--- src/rtl/alu_seq_ctrl.sv ---
// alu_seq_ctrl: command sequencer for a shared signed ALU with a local register file
//
// Accepts register-to-register commands over valid/ready, fetches operands from
// the register file, drives the external ALU and writes the result back.
// Shift ops (100/101) are iterated through the ALU's 1-bit shift, cnt+1 passes.
// Branch ops (110/111) never write back; they report the ALU's take_branch.
//
// Optional build macro: ALU_SEQ_OVF_TRAP_EN
//   defined   : an overflowing add suppresses write-back, still pulses o_done,
//               then parks the sequencer in TRAP (o_cmd_ready=0) until reset.
//   undefined : overflowed sums are written back; only o_ovf_sticky records them.
//
// Ports
//   clk, rst_n                  clock, async active-low reset
//   i_cmd_valid / o_cmd_ready   command handshake (ready only in IDLE)
//   i_cmd_op/rd/ra/rb/cnt       op code, dest/src registers, extra shift passes
//   i_ld_en/addr/data           host preload write (honoured only in IDLE)
//   i_dbg_addr / o_dbg_data     combinational register read
//   o_alu_a/b/s                 registered ALU operands and op select
//   i_alu_f/ovf/br              ALU result, overflow, take_branch
//   o_done                      one-cycle completion pulse
//   o_result                    last result, held until the next o_done
//   o_ovf_sticky                set by any add overflow, cleared by reset
//   o_branch_taken              pulses with o_done for a taken 110/111
module alu_seq_ctrl #(
    parameter int DATA_W = 8,
    parameter int NREG   = 4,
    parameter int CNT_W  = 3,
    localparam int RA_W  = $clog2(NREG)
) (
    input  logic              clk,
    input  logic              rst_n,
    input  logic              i_cmd_valid,
    output logic              o_cmd_ready,
    input  logic [2:0]        i_cmd_op,
    input  logic [RA_W-1:0]   i_cmd_rd,
    input  logic [RA_W-1:0]   i_cmd_ra,
    input  logic [RA_W-1:0]   i_cmd_rb,
    input  logic [CNT_W-1:0]  i_cmd_cnt,
    input  logic              i_ld_en,
    input  logic [RA_W-1:0]   i_ld_addr,
    input  logic [DATA_W-1:0] i_ld_data,
    input  logic [RA_W-1:0]   i_dbg_addr,
    output logic [DATA_W-1:0] o_dbg_data,
    output logic [DATA_W-1:0] o_alu_a,
    output logic [DATA_W-1:0] o_alu_b,
    output logic [2:0]        o_alu_s,
    input  logic [DATA_W-1:0] i_alu_f,
    input  logic              i_alu_ovf,
    input  logic              i_alu_br,
    output logic              o_done,
    output logic [DATA_W-1:0] o_result,
    output logic              o_ovf_sticky,
    output logic              o_branch_taken
);
`ifdef ALU_SEQ_OVF_TRAP_EN
    typedef enum logic [1:0] {S_IDLE, S_EXEC, S_WB, S_TRAP} state_t;
`else
    typedef enum logic [1:0] {S_IDLE, S_EXEC, S_WB} state_t;
`endif
    state_t              r_state;
    state_t              w_next;
    logic [DATA_W-1:0]   r_regs [NREG];
    logic [2:0]          r_op;
    logic [RA_W-1:0]     r_rd;
    logic [CNT_W-1:0]    r_cnt;
    logic [DATA_W-1:0]   r_alu_a;
    logic [DATA_W-1:0]   r_alu_b;
    logic [2:0]          r_alu_s;
    logic [DATA_W-1:0]   r_result;
    logic                r_br;
    logic                r_sticky;
    logic                w_accept;
    logic                w_more;
    logic                w_branch_op;
    logic                w_add_ovf;
    logic                w_wr_en;
`ifdef ALU_SEQ_OVF_TRAP_EN
    logic                r_trap;
`endif

    assign o_cmd_ready    = r_state == S_IDLE;
    assign w_accept       = i_cmd_valid && o_cmd_ready;
    assign w_branch_op    = r_op[2:1] == 2'b11;
    // Shift ops loop in EXEC while extra passes remain
    assign w_more         = r_op[2:1] == 2'b10 && r_cnt != '0;
    assign w_add_ovf      = r_op == 3'b000 && i_alu_ovf;
`ifdef ALU_SEQ_OVF_TRAP_EN
    assign w_wr_en        = r_state == S_WB && !w_branch_op && !r_trap;
`else
    assign w_wr_en        = r_state == S_WB && !w_branch_op;
`endif
    assign o_done         = r_state == S_WB;
    assign o_branch_taken = o_done && r_br;
    assign o_dbg_data     = r_regs[i_dbg_addr];
    assign o_alu_a        = r_alu_a;
    assign o_alu_b        = r_alu_b;
    assign o_alu_s        = r_alu_s;
    assign o_result       = r_result;
    assign o_ovf_sticky   = r_sticky;

    always_ff @(posedge clk or negedge rst_n) begin
        if (!rst_n)
            r_state <= S_IDLE;
        else
            r_state <= w_next;
    end

    always_comb begin
        w_next = r_state;
        case (r_state)
            S_IDLE:  w_next = w_accept ? S_EXEC : S_IDLE;
            S_EXEC:  w_next = w_more ? S_EXEC : S_WB;
`ifdef ALU_SEQ_OVF_TRAP_EN
            S_WB:    w_next = r_trap ? S_TRAP : S_IDLE;
            S_TRAP:  w_next = S_TRAP;
`else
            S_WB:    w_next = S_IDLE;
`endif
            default: w_next = S_IDLE;
        endcase
    end

    always_ff @(posedge clk or negedge rst_n) begin
        if (!rst_n) begin
            for (int i = 0; i < NREG; i++)
                r_regs[i] <= '0;
            r_op     <= '0;
            r_rd     <= '0;
            r_cnt    <= '0;
            r_alu_a  <= '0;
            r_alu_b  <= '0;
            r_alu_s  <= '0;
            r_result <= '0;
            r_br     <= 1'b0;
            r_sticky <= 1'b0;
`ifdef ALU_SEQ_OVF_TRAP_EN
            r_trap   <= 1'b0;
`endif
        end else begin
            // Preload and write-back live in different states, so never collide
            if (o_cmd_ready && i_ld_en)
                r_regs[i_ld_addr] <= i_ld_data;
            if (w_wr_en)
                r_regs[r_rd] <= r_result;
            // Operands are latched here, so a same-cycle preload is not seen
            if (w_accept) begin
                r_op    <= i_cmd_op;
                r_rd    <= i_cmd_rd;
                r_cnt   <= i_cmd_cnt;
                r_alu_a <= r_regs[i_cmd_ra];
                r_alu_b <= r_regs[i_cmd_rb];
                r_alu_s <= i_cmd_op;
            end
            if (r_state == S_EXEC) begin
                if (w_add_ovf)
                    r_sticky <= 1'b1;
                if (w_more) begin
                    r_alu_a <= i_alu_f;
                    r_cnt   <= r_cnt - 1'b1;
                end else begin
                    r_result <= w_branch_op ? '0 : i_alu_f;
                    r_br     <= w_branch_op && i_alu_br;
`ifdef ALU_SEQ_OVF_TRAP_EN
                    r_trap   <= w_add_ovf;
`endif
                end
            end
        end
    end
endmodule

--- config.mk ---
export PLATFORM = sky130hd
export DESIGN_NAME = alu_seq_ctrl
export DESIGN_NICKNAME = d
export VERILOG_FILES = /design/src/rtl/alu_seq_ctrl.sv
export SDC_FILE = /design/constraint.sdc
export NUM_CORES = 1
export LEC_CHECK = 0
export CAP_MARGIN = 20
export CORE_MARGIN = 2
export CORE_UTILIZATION = 58
export CTS_CLUSTER_DIAMETER = 100
export DETAILED_ROUTE_END_ITERATION = 16
export DONT_BUFFER_PORTS = 1
export HOLD_SLACK_MARGIN = 0.1
export PLACE_DENSITY = 0.76
export SLEW_MARGIN = 20
export SYNTH_ARGS = -nofsm -noshare
export SYNTH_HDL_FRONTEND = slang
export SYNTH_SLANG_ARGS = --single-unit
--- constraint.sdc ---
create_clock -name clk -period 1.6 [get_ports clk]
set_input_delay 0 -clock clk [delete_from_list [all_inputs] [get_ports clk]]
set_output_delay 0 -clock clk [all_outputs]
set_load 0.005 [all_outputs]
### Word level (Yosys, flattened, before mapping)

Index checks and enable logic that the tools add are counted.

* word-level logic and storage cells: 73
* input bits: 38
* output and inout port bits: 39
* bits in registers: 68

* magnitude comparators: 7
* reduce and logical (&&, ||, !) cells: 15
* eq/ne operators: 4
* bitwise logic cells: 6
* add/subtract/negate cells: 1
* muxes and demuxes: 27

Operators with widths (number)
* 8-bit two-way mux: 12
* 32-bit bitwise mux: 2
* 32-bit two-way mux: 2
* 8-bit binary-select mux with 2-bit select: 3
* 8-bit demux with 2-bit select: 2
* 3-bit greater-or-equal comparator (second input constant): 5
* 2-bit NOT with 3-bit output: 5
* 1-bit logical AND: 9
* 3-bit two-way mux: 3
* 2-bit == test (second input constant): 3
* 3-bit by 1-bit less-than comparator with 1-bit output (second input constant): 2
* 2-bit one-hot mux with 2 select lines: 1
* 2-bit AND reduction: 2
* 3-bit zero test: 1
* 3-bit nonzero test: 1
* 3-bit by 1-bit subtractor with 3-bit output (second input constant): 1
* 2-bit by 1-bit == test with 1-bit output (second input constant): 1
* 2-bit zero test: 1
* 2-bit two-way mux: 1
* 1-bit zero test: 1
* 1-bit two-way mux: 1
* 1-bit NOT: 1

### Depth between registers and ports, before layout

Gate-level depths: netlist (run 1).

* depth in word-level cells: 9
* mapped depth: 7
* mapped depth without buffers: 7

### Worst setup path after synthesis (run 1)

OpenSTA, ideal clock, no wires.

* path type: reg-to-reg
* from: reg r_cnt[0]
* to: reg r_result[0], in the netlist o_result[0]
* arrival: 1558 ps
* slack: -83 ps
* clock period less this slack: 1683 ps
* path buffers: 0
* cell stages (with the launch flop): 7
* library setup time: 125 ps
* required time: 1475 ps
* cells stage by stage: dfrtp_1 inv_1 ha_1 ha_1 and2b_1 a21oi_4 mux2_2

* word-level cells in the longest chain between the ends: 4

RTL lines
* start: declaration: RTL line 66 `logic [CNT_W-1:0] r_cnt;`
* start signal: assignment: RTL line 150 `r_cnt <= i_cmd_cnt;`
* start signal: assignment: RTL line 160 `r_cnt <= r_cnt - 1'b1;`
* 3-bit nonzero test: RTL line 86 `assign w_more = r_op[2:1] == 2'b10 && r_cnt != '0;`
* 1-bit logical AND: RTL line 86
* 1-bit NOT (no source line)
* 2-bit AND reduction (no source line)
* end signal: assignment: RTL line 162 `r_result <= w_branch_op ? '0 : i_alu_f;`
* end: declaration: RTL line 70 `logic [DATA_W-1:0] r_result;`

Every way passes these cells.
A chain may end at the register's enable or synchronous reset.

### Worst setup path in the final report (run 1)

* from: reg r_cnt[0]
* to: reg r_result[7], in the netlist o_result[7]

Same word-level chain as after synthesis.

==> impl_results.rst, run 1 <==
.. list-table::
   :header-rows: 1

   * - Metric
     - Value
   * - Cell types occupying the most area after synthesis
     - sky130_fd_sc_hd__dfrtp_1 (43%), sky130_fd_sc_hd__mux4_2 (14%), sky130_fd_sc_hd__nor4_1 (5.1%)
   * - Metal1 wirelength
     - 4384 um
   * - Cell leakage power
     - 1.929 nW
   * - Clock Sinks
     - 68
   * - Arrival time of the worst setup path
     - 1.97 ns
   * - Fraction of layout cells with a size suffix above 1
     - 32.35%
   * - Pin count of the biggest net entering global routing
     - 69
   * - Worst hold path type
     - input port to flip-flop
   * - Total setup violations reported at the end of the flow
     - 36
   * - Total inserted antenna cells
     - 0
   * - Die Y
     - 86.58 um
   * - Placement Setup Slack
     - -0.1596 ns
   * - Routed WL
     - around 12000 um
   * - First DRT Iteration DRCs
     - between 300 and 400
   * - Maximum fanout count along the critical path
     - 9
   * - Number of routed nets with antenna violations
     - 0
   * - Smallest setup slack after layout
     - -0.1296 ns
   * - Power share of the clock group
     - 14.3%
   * - Sequential cell area fraction in the yosys report
     - 43.02%
   * - Power per unit of standard cell area
     - between 1500 and 2000 mW/mm^2
   * - Transition time of the tightest slew-check pin
     - 0.5499 ns
   * - Wire length on met2
     - 5907 um
   * - Count of vias placed by the detailed router
     - 3406
   * - Worst max-slew margin expressed relative to the limit
     - 63.22%
   * - Post-Route Skew
     - 0.01012 ns
   * - Top-area cell type share of the netlist area
     - 43.02%
   * - Clock transition at the registers of the reported paths
     - 0.07 ns
   * - Netlist cell types
     - 40
   * - Yosys reg bits
     - 68
   * - Die X
     - 86.58 um
   * - Number of maximum-capacitance constraint violations
     - 0
   * - Relative contribution of sequential cells to total power
     - between 40% and 50%
   * - Type of origin of the critical path
     - flip-flop
   * - Crit path largest cell delay
     - 0.38 ns
   * - Number of vias per cell after detailed routing
     - 6.980
   * - Standard-cell row count
     - 30
   * - Top layer in use
     - met4
   * - Net count reported at finish
     - 445
   * - Post-synth net total
     - 394
   * - Unrepaired setup endpoints after global routing
     - true
   * - WL/cell
     - around 24 um
   * - Final critical delay including setup and external delays
     - 1.730 ns
   * - All-layer global routing usage
     - between 20 and 30%
   * - Starting utilization of the core area
     - 59.19%
   * - Antenna violations before repair
     - 0
   * - Core Box Area
     - around 0.0067 mm^2
   * - Worst path required time
     - 1.84 ns
   * - Hold Vio Cnt, Final
     - 0
   * - Highest-count cells in the layout ignoring fill and taps
     - sky130_fd_sc_hd__dfrtp_1 (66), sky130_fd_sc_hd__dlygate4sd3_1 (36), sky130_fd_sc_hd__nor4_1 (32)
   * - Global placement routability congestion
     - ~0.86
   * - GRT overflow
     - 0
   * - Detailed Routing Iterations Pass 1
     - 5
   * - Port Buffer Count
     - 0
   * - Post-DP HPWL
     - 7155 um
   * - Combinational share of power
     - 45.7%
   * - Number of cells in the design after placement
     - 420
   * - Critical path endpoint category
     - flip-flop
   * - Most common cell after layout, fill and taps aside
     - sky130_fd_sc_hd__dfrtp_1
   * - Netlist area before placement
     - 0.003955 mm^2
   * - Cell Count, Final, Fillers Out
     - about 490
   * - Number of enable-type register cells in the synthesized netlist
     - 0
   * - Cell with the largest stage delay on the worst path
     - sky130_fd_sc_hd__dfrtp_1
   * - Area Overhead vs Synth
     - 25.66%
   * - Met3 WL
     - 1017 um
   * - Synthesized instance count
     - 354
   * - Max-slew violation total from the final report
     - 0
   * - Post-route fraction of the period consumed by the critical path
     - 108.1%
   * - Ports
     - 77
   * - Max VDD drop
     - about 0.76 mV
   * - Fillers
     - 427
   * - CTS max path bufs
     - 2
   * - P_int
     - 0.005522 W
   * - TritonCTS clock tree
     - yes
   * - Sw Share
     - slightly below 40%
   * - Cells along the critical path
     - inv_1 -> ha_2 -> ha_1 -> and2b_4 -> a21oi_4 -> buf_12 -> mux2_4
   * - Most area-hungry cell type in the Yosys netlist
     - sky130_fd_sc_hd__dfrtp_1
   * - Switching power
     - around 0.0036 W
   * - Crit path kind
     - flip-flop to flip-flop
   * - Achievable frequency
     - roughly 580 MHz
   * - Dominant synthesized flop cell
     - sky130_fd_sc_hd__dfrtp_1
   * - Multi-input gate area
     - 0.002203 mm^2
   * - Average cell area after synthesis
     - 11.17 um^2
   * - Cell chosen for the clock root
     - sky130_fd_sc_hd__clkbuf_8
   * - Overall die area
     - 0.007495 mm^2
   * - Failing checks
     - setup timing
   * - Vias in the first global route
     - 3278
   * - Combined flip-flop and latch cell area
     - about 0.0017 mm^2
   * - Post-synth ARST share
     - 100.0%
   * - Drt drc
     - 0
   * - Result of the run
     - finished with violations
   * - Insertion delay of the later-clocked pin in the worst-skew pair
     - about 0.36 ns
   * - First-pass GRT wire length
     - roughly 17000 um
   * - Number of warnings issued by yosys
     - 0
   * - CTS H-Tree Depth
     - 3
   * - Number of buffers inserted during clock tree synthesis
     - 9
-- cells in the mapped netlist (all sizes together) (3+ instances only) --
cell type and count:
a221o 5, a31oi 32, and2 7, buf 26
clkbuf 10, dfrtp 68, inv 8, mux2 21
mux4 24, nand2 22, nand2b 7, nand3 17
nor2 3, nor2b 16, nor4 32, o21ai 32
o221a 4, or3 4
-- cell families after synthesis --
group	count (synthesis)	synth area share (%)
buf+inv	44	5.568
compound gates	78	13.26
flops	68	43.02
simple gates	116	17.62
mux	46	19.90
fa+ha+maj	2	0.6326
-- registers in the layout (all words and copies together) (netlist names) --
register / cells
r_regs: 32
o_alu_a: 8
o_alu_b: 8
o_result: 8
o_alu_s: 3
r_cnt: 3
r_rd: 2
r_state: 2
o_ovf_sticky: 1
r_br: 1
-- per-stage QoR --
stage / total power [W] / TNS (ns) / cell area (um^2) / utilization, % / hold slack [ns]
global route: 0.009567 / -4.368 / 4970 / 74.38 / 0.1093
global placement: 0.006739 / -1.135 / 4061 / 60.79 / -0.2932
finish: 0.009115 / -1.874 / 4970 / 74.38 / 0.09543
detailed placement: 0.006948 / -1.960 / 4061 / 60.79 / -0.2939
CTS: 0.008517 / -0.8448 / 4673 / 69.94 / 0.1003
floorplan: 0.005859 / -0.4235 / 3955 / - / -0.2956
-- worst max-delay path: cells and delay by family, from the launching register on --
| family | cells | cell delay, ns |
|---|---|---|
| flops | 1 | 0.38 |
| fa+ha+maj | 2 | 0.29 |
| buf+inv | 2 | 0.24 |
| compound gates | 1 | 0.18 |
| simple gates | 1 | 0.21 |
| mux | 1 | 0.30 |
-- final cells by class --
type / instances / area share, %
sequential: 68 / 34.29
timing repair buffer: 75 / 15.18
clock buffer: 12 / 3.323
clock inverter: 2 / 0.2014
inverter: 8 / 0.6546
multi-input combinational: 243 / 44.34
tap: 80 / 2.014
-- routing by layer --
layer  vias up  GRT usage [%]
li1       1470              -
met4         0          13.35
met3        27          8.857
met5         -              0
met1      1709          37.63
met2       200          47.62
-- worst paths after layout --
check,from,endpoint,slack (ns),cells past startpoint
min reg2reg,o_ovf_sticky,o_ovf_sticky,0.50,1
min,i_ld_addr[0],r_regs[27],0.1,3
max reg2reg,r_cnt[0],o_result[7],-0.13,7
min in group asynchronous,rst_n,r_cnt[2],0.18,2
max in group asynchronous,rst_n,r_state[1],1.13,2
max,r_cnt[0],o_result[7],-0.13,7
-- timing repair --
| action | in CTS | in global routing |
|---|---|---|
| pin swaps | 1 | 19 |
| resized for setup | 9 | 43 |
| cloned | 0 | 3 |
| hold endpoints to repair | 134 | 1 |
| hold buffers | 37 | 1 |
| setup buffers | 2 | 12 |
| endpoints found under the setup margin | 24 | 57 |
-- power groups by stage --
| stage | sequential (W) | clock [W] | combinational [W] |
|---|---|---|---|
| floorplan | 0.00319 | 0 | 0.00266 |
| global placement | 0.00353 | 0 | 0.00321 |
| detailed placement | 0.00359 | 0 | 0.00335 |
| CTS | 0.00357 | 0.00130 | 0.00365 |
| global route | 0.00374 | 0.00137 | 0.00446 |
| finish | 0.00365 | 0.00130 | 0.00416 |
No activity file was read; power rests on OpenSTA's default activity.
==> run 2: changes to the inputs <==
CORE_ASPECT_RATIO = 0.6   (was default)
==> impl_results.rst, run 2 (synthesis gave the netlist of run 1 again) <==
.. list-table::
   :header-rows: 1

   * - Metric
     - Value
   * - Port Buffer Count
     - 0 (unchanged)
   * - Max reg flops
     - 32 (unchanged)
   * - Combined flip-flop and latch cell area
     - 0.001704 mm^2 (unchanged)
   * - Smallest setup slack after layout
     - -0.2196 ns (-0.08992 ns)
   * - GRT overflow
     - 0 (unchanged)
   * - Overall die area
     - 0.007517 mm^2 (+0.29%)
   * - CTS H-Tree Depth
     - 3 (unchanged)
   * - Critical path endpoint category
     - flip-flop
   * - Placement Setup Slack
     - -0.1985 ns (-0.03893 ns)
   * - Total inserted antenna cells
     - 0 (unchanged)
   * - Count of vias placed by the detailed router
     - 3823 (+12%)
   * - Multi-input gate area
     - 0.002191 mm^2 (-0.57%)
   * - Cell chosen for the clock root
     - sky130_fd_sc_hd__clkbuf_16
   * - Achievable frequency
     - 549.6 MHz (-4.9%)
   * - Number of maximum-capacitance constraint violations
     - 0 (unchanged)
   * - Final core utilization
     - 77.90% (+3.5 points)
   * - All-layer global routing usage
     - 35.30% (+5.5 points)
   * - Arrival time of the worst setup path
     - 2.03 ns (+0.06 ns)
   * - Antenna violations before repair
     - 0 (unchanged)
   * - Cts hold-fix bufs
     - 35 (-5.4%)
   * - Kind of cell adding the most delay to the critical path
     - flip-flops
   * - Standard-cell row count
     - 23 (-23%)
   * - Highest-count cells in the layout ignoring fill and taps
     - sky130_fd_sc_hd__dfrtp_1 (66), sky130_fd_sc_hd__dlygate4sd3_1 (33), sky130_fd_sc_hd__nor4_1 (30)
   * - Clock Sinks
     - 68 (unchanged)
   * - Post-DP HPWL
     - 7738 um (+8.1%)
   * - Fillers
     - 381 (-11%)
   * - Starting utilization of the core area
     - 59.50% (+0.30 points)
   * - Post-route fraction of the period consumed by the critical path
     - 113.7% (+5.6 points)
   * - CP bufs+invs
     - 2 (unchanged)
   * - Die X
     - 110.6 um (+28%)
   * - Area Overhead vs Synth
     - 30.94%
   * - Vias in the first global route
     - 3383 (+3.2%)
   * - Net count reported at finish
     - 450 (+1.1%)
   * - Crit path top cell by count
     - sky130_fd_sc_hd__ha_4
   * - Failing checks
     - hold timing, setup timing
   * - Cells along the critical path
     - inv_2 -> ha_4 -> ha_4 -> and2b_4 -> a21oi_4 -> buf_12 -> mux2_2
   * - Number of cells in the design after placement
     - 432 (+2.9%)
   * - First-pass GRT wire length
     - 19490 um (+16%)
   * - Worst max-slew margin expressed relative to the limit
     - 55.20% (-8.0 points)
   * - Maximum fanout count along the critical path
     - 5 (-4)
   * - Detailed Routing Iterations Pass 1
     - 7 (+2)
   * - Most common cell after layout, fill and taps aside
     - sky130_fd_sc_hd__dfrtp_1
   * - CTS max path bufs
     - 2 (unchanged)
   * - Die Y
     - 67.97 um (-21%)
   * - First DRT Iteration DRCs
     - 632 (+83%)
   * - Worst hold margin
     - -0.6414 ns (-0.7368 ns)
   * - Cell leakage power
     - 2.003 nW (+3.8%)
   * - Cell Count, Final, Fillers Out
     - 501 (+2.7%)
   * - Result of the run
     - finished with violations
   * - Global placement routability congestion
     - 0.9051 (+5.7%)
   * - Crit path kind
     - flip-flop to flip-flop
   * - Routed WL
     - 14480 um (+25%)
   * - Power per unit of standard cell area
     - 1997 mW/mm^2 (+8.9%)
   * - Number of buffers inserted during clock tree synthesis
     - 9 (unchanged)
   * - Transition time of the tightest slew-check pin
     - 0.6720 ns (+0.1222 ns)
   * - Fraction of layout cells with a size suffix above 1
     - 32.13% (-0.23 points)
   * - Core Box Area
     - 0.006648 mm^2 (-0.51%)
   * - Register with the most flip-flops
     - r_regs
   * - Number of routed nets with antenna violations
     - 0 (unchanged)
   * - Max VDD drop
     - 0.9500 mV (+24%)
   * - Cell with the largest stage delay on the worst path
     - sky130_fd_sc_hd__dfrtp_1
   * - Unrepaired setup endpoints after global routing
     - true
   * - Crit path largest cell delay
     - 0.39 ns (about the same)
   * - Placed inst area
     - 0.004126 mm^2 (+1.6%)
   * - Drt drc
     - 0 (unchanged)
   * - TritonCTS clock tree
     - yes
   * - Post-Route Skew
     - 0.003892 ns (-0.006226 ns)
   * - Clock transition at the registers of the reported paths
     - 0.05 ns (-0.02 ns)
   * - Pin count of the biggest net entering global routing
     - 69 (unchanged)
   * - Insertion delay of the later-clocked pin in the worst-skew pair
     - 0.34 ns (-0.02 ns)
   * - Worst hold path type
     - input port to async pin
   * - Post-route cell area
     - 0.005179 mm^2 (+4.2%)
   * - Type of origin of the critical path
     - flip-flop
   * - Worst path required time
     - 1.81 ns (-0.03 ns)
   * - WL/cell
     - 28.90 um (+22%)
   * - Max-slew violation total from the final report
     - 0 (unchanged)
   * - Hold Vio Cnt, Final
     - 68 (+68)
   * - Final critical delay including setup and external delays
     - 1.820 ns (+0.08992 ns)
   * - Number of vias per cell after detailed routing
     - 7.631 (+9.3%)
   * - Ports
     - 77 (unchanged)
   * - Total setup violations reported at the end of the flow
     - 49 (+36%)
## run 2: repair_timing
item                                    4_1_cts  5_1_grt
setup buffers                                 7        7
endpoints found under the setup margin       34       56
endpoints found under the hold margin       134       68
pin swaps                                     5       11
resized for setup                            11       38
cloned                                        1        4
## run 2: power breakdown
part / internal [W] / leakage [nW] / total, W / switching [W]
registers: 0.00260 / 0.811 / 0.00366 / 0.00106
clock network: 0.00124 / 0.140 / 0.00194 / 0.000698
logic: 0.00246 / 1.05 / 0.00474 / 0.00228
## run 2: worst paths after layout
| check | from | endpoint | slack, ns | cells after the start |
|---|---|---|---|---|
| worst max-delay path | r_cnt[1] | o_result[1] | -0.22 | 7 |
| worst min-delay path | rst_n | o_alu_b[5] | -0.64 | 0 |
| worst max register to register | r_cnt[1] | o_result[1] | -0.22 | 7 |
| worst min register to register | o_alu_b[1] | o_alu_b[1] | 0.53 | 1 |
| max in group asynchronous | rst_n | r_state[1] | 2.13 | 0 |
| min in group clk | i_cmd_ra[1] | o_alu_a[2] | 0.12 | 3 |
## run 2: per-stage QoR
stage	TNS [ns]	total power (W)	hold WS [ns]
floorplan	-0.4235	0.005859	-0.2956
global placement	-1.348	0.006909	-0.2938
detailed placement	-2.647	0.007084	-0.2937
CTS	-0.7297	0.009369	-0.6461
global route	-5.196	0.01068	-0.6498
finish	-3.493	0.01034	-0.6414
## run 2: cell type report
class	count	share of cell area, %
inverters	8	0.6282
repair buffers	80	16.55
clock buffers	13	4.832
multi-input cells	243	42.30
well taps	87	2.102
clock inverters	2	0.6765
flip-flops and latches	68	32.91
## run 2: per-layer routing
metal / vias to the layer above / part of all wire (%) / GRT usage, %
li1: 1482 / - / -
met1: 1878 / 36 / 46.15
met2: 370 / 43 / 53.99
met3: 93 / 15 / 14.70
met4: 0 / 6.0 / 12.81
met5: - / 0 / 0
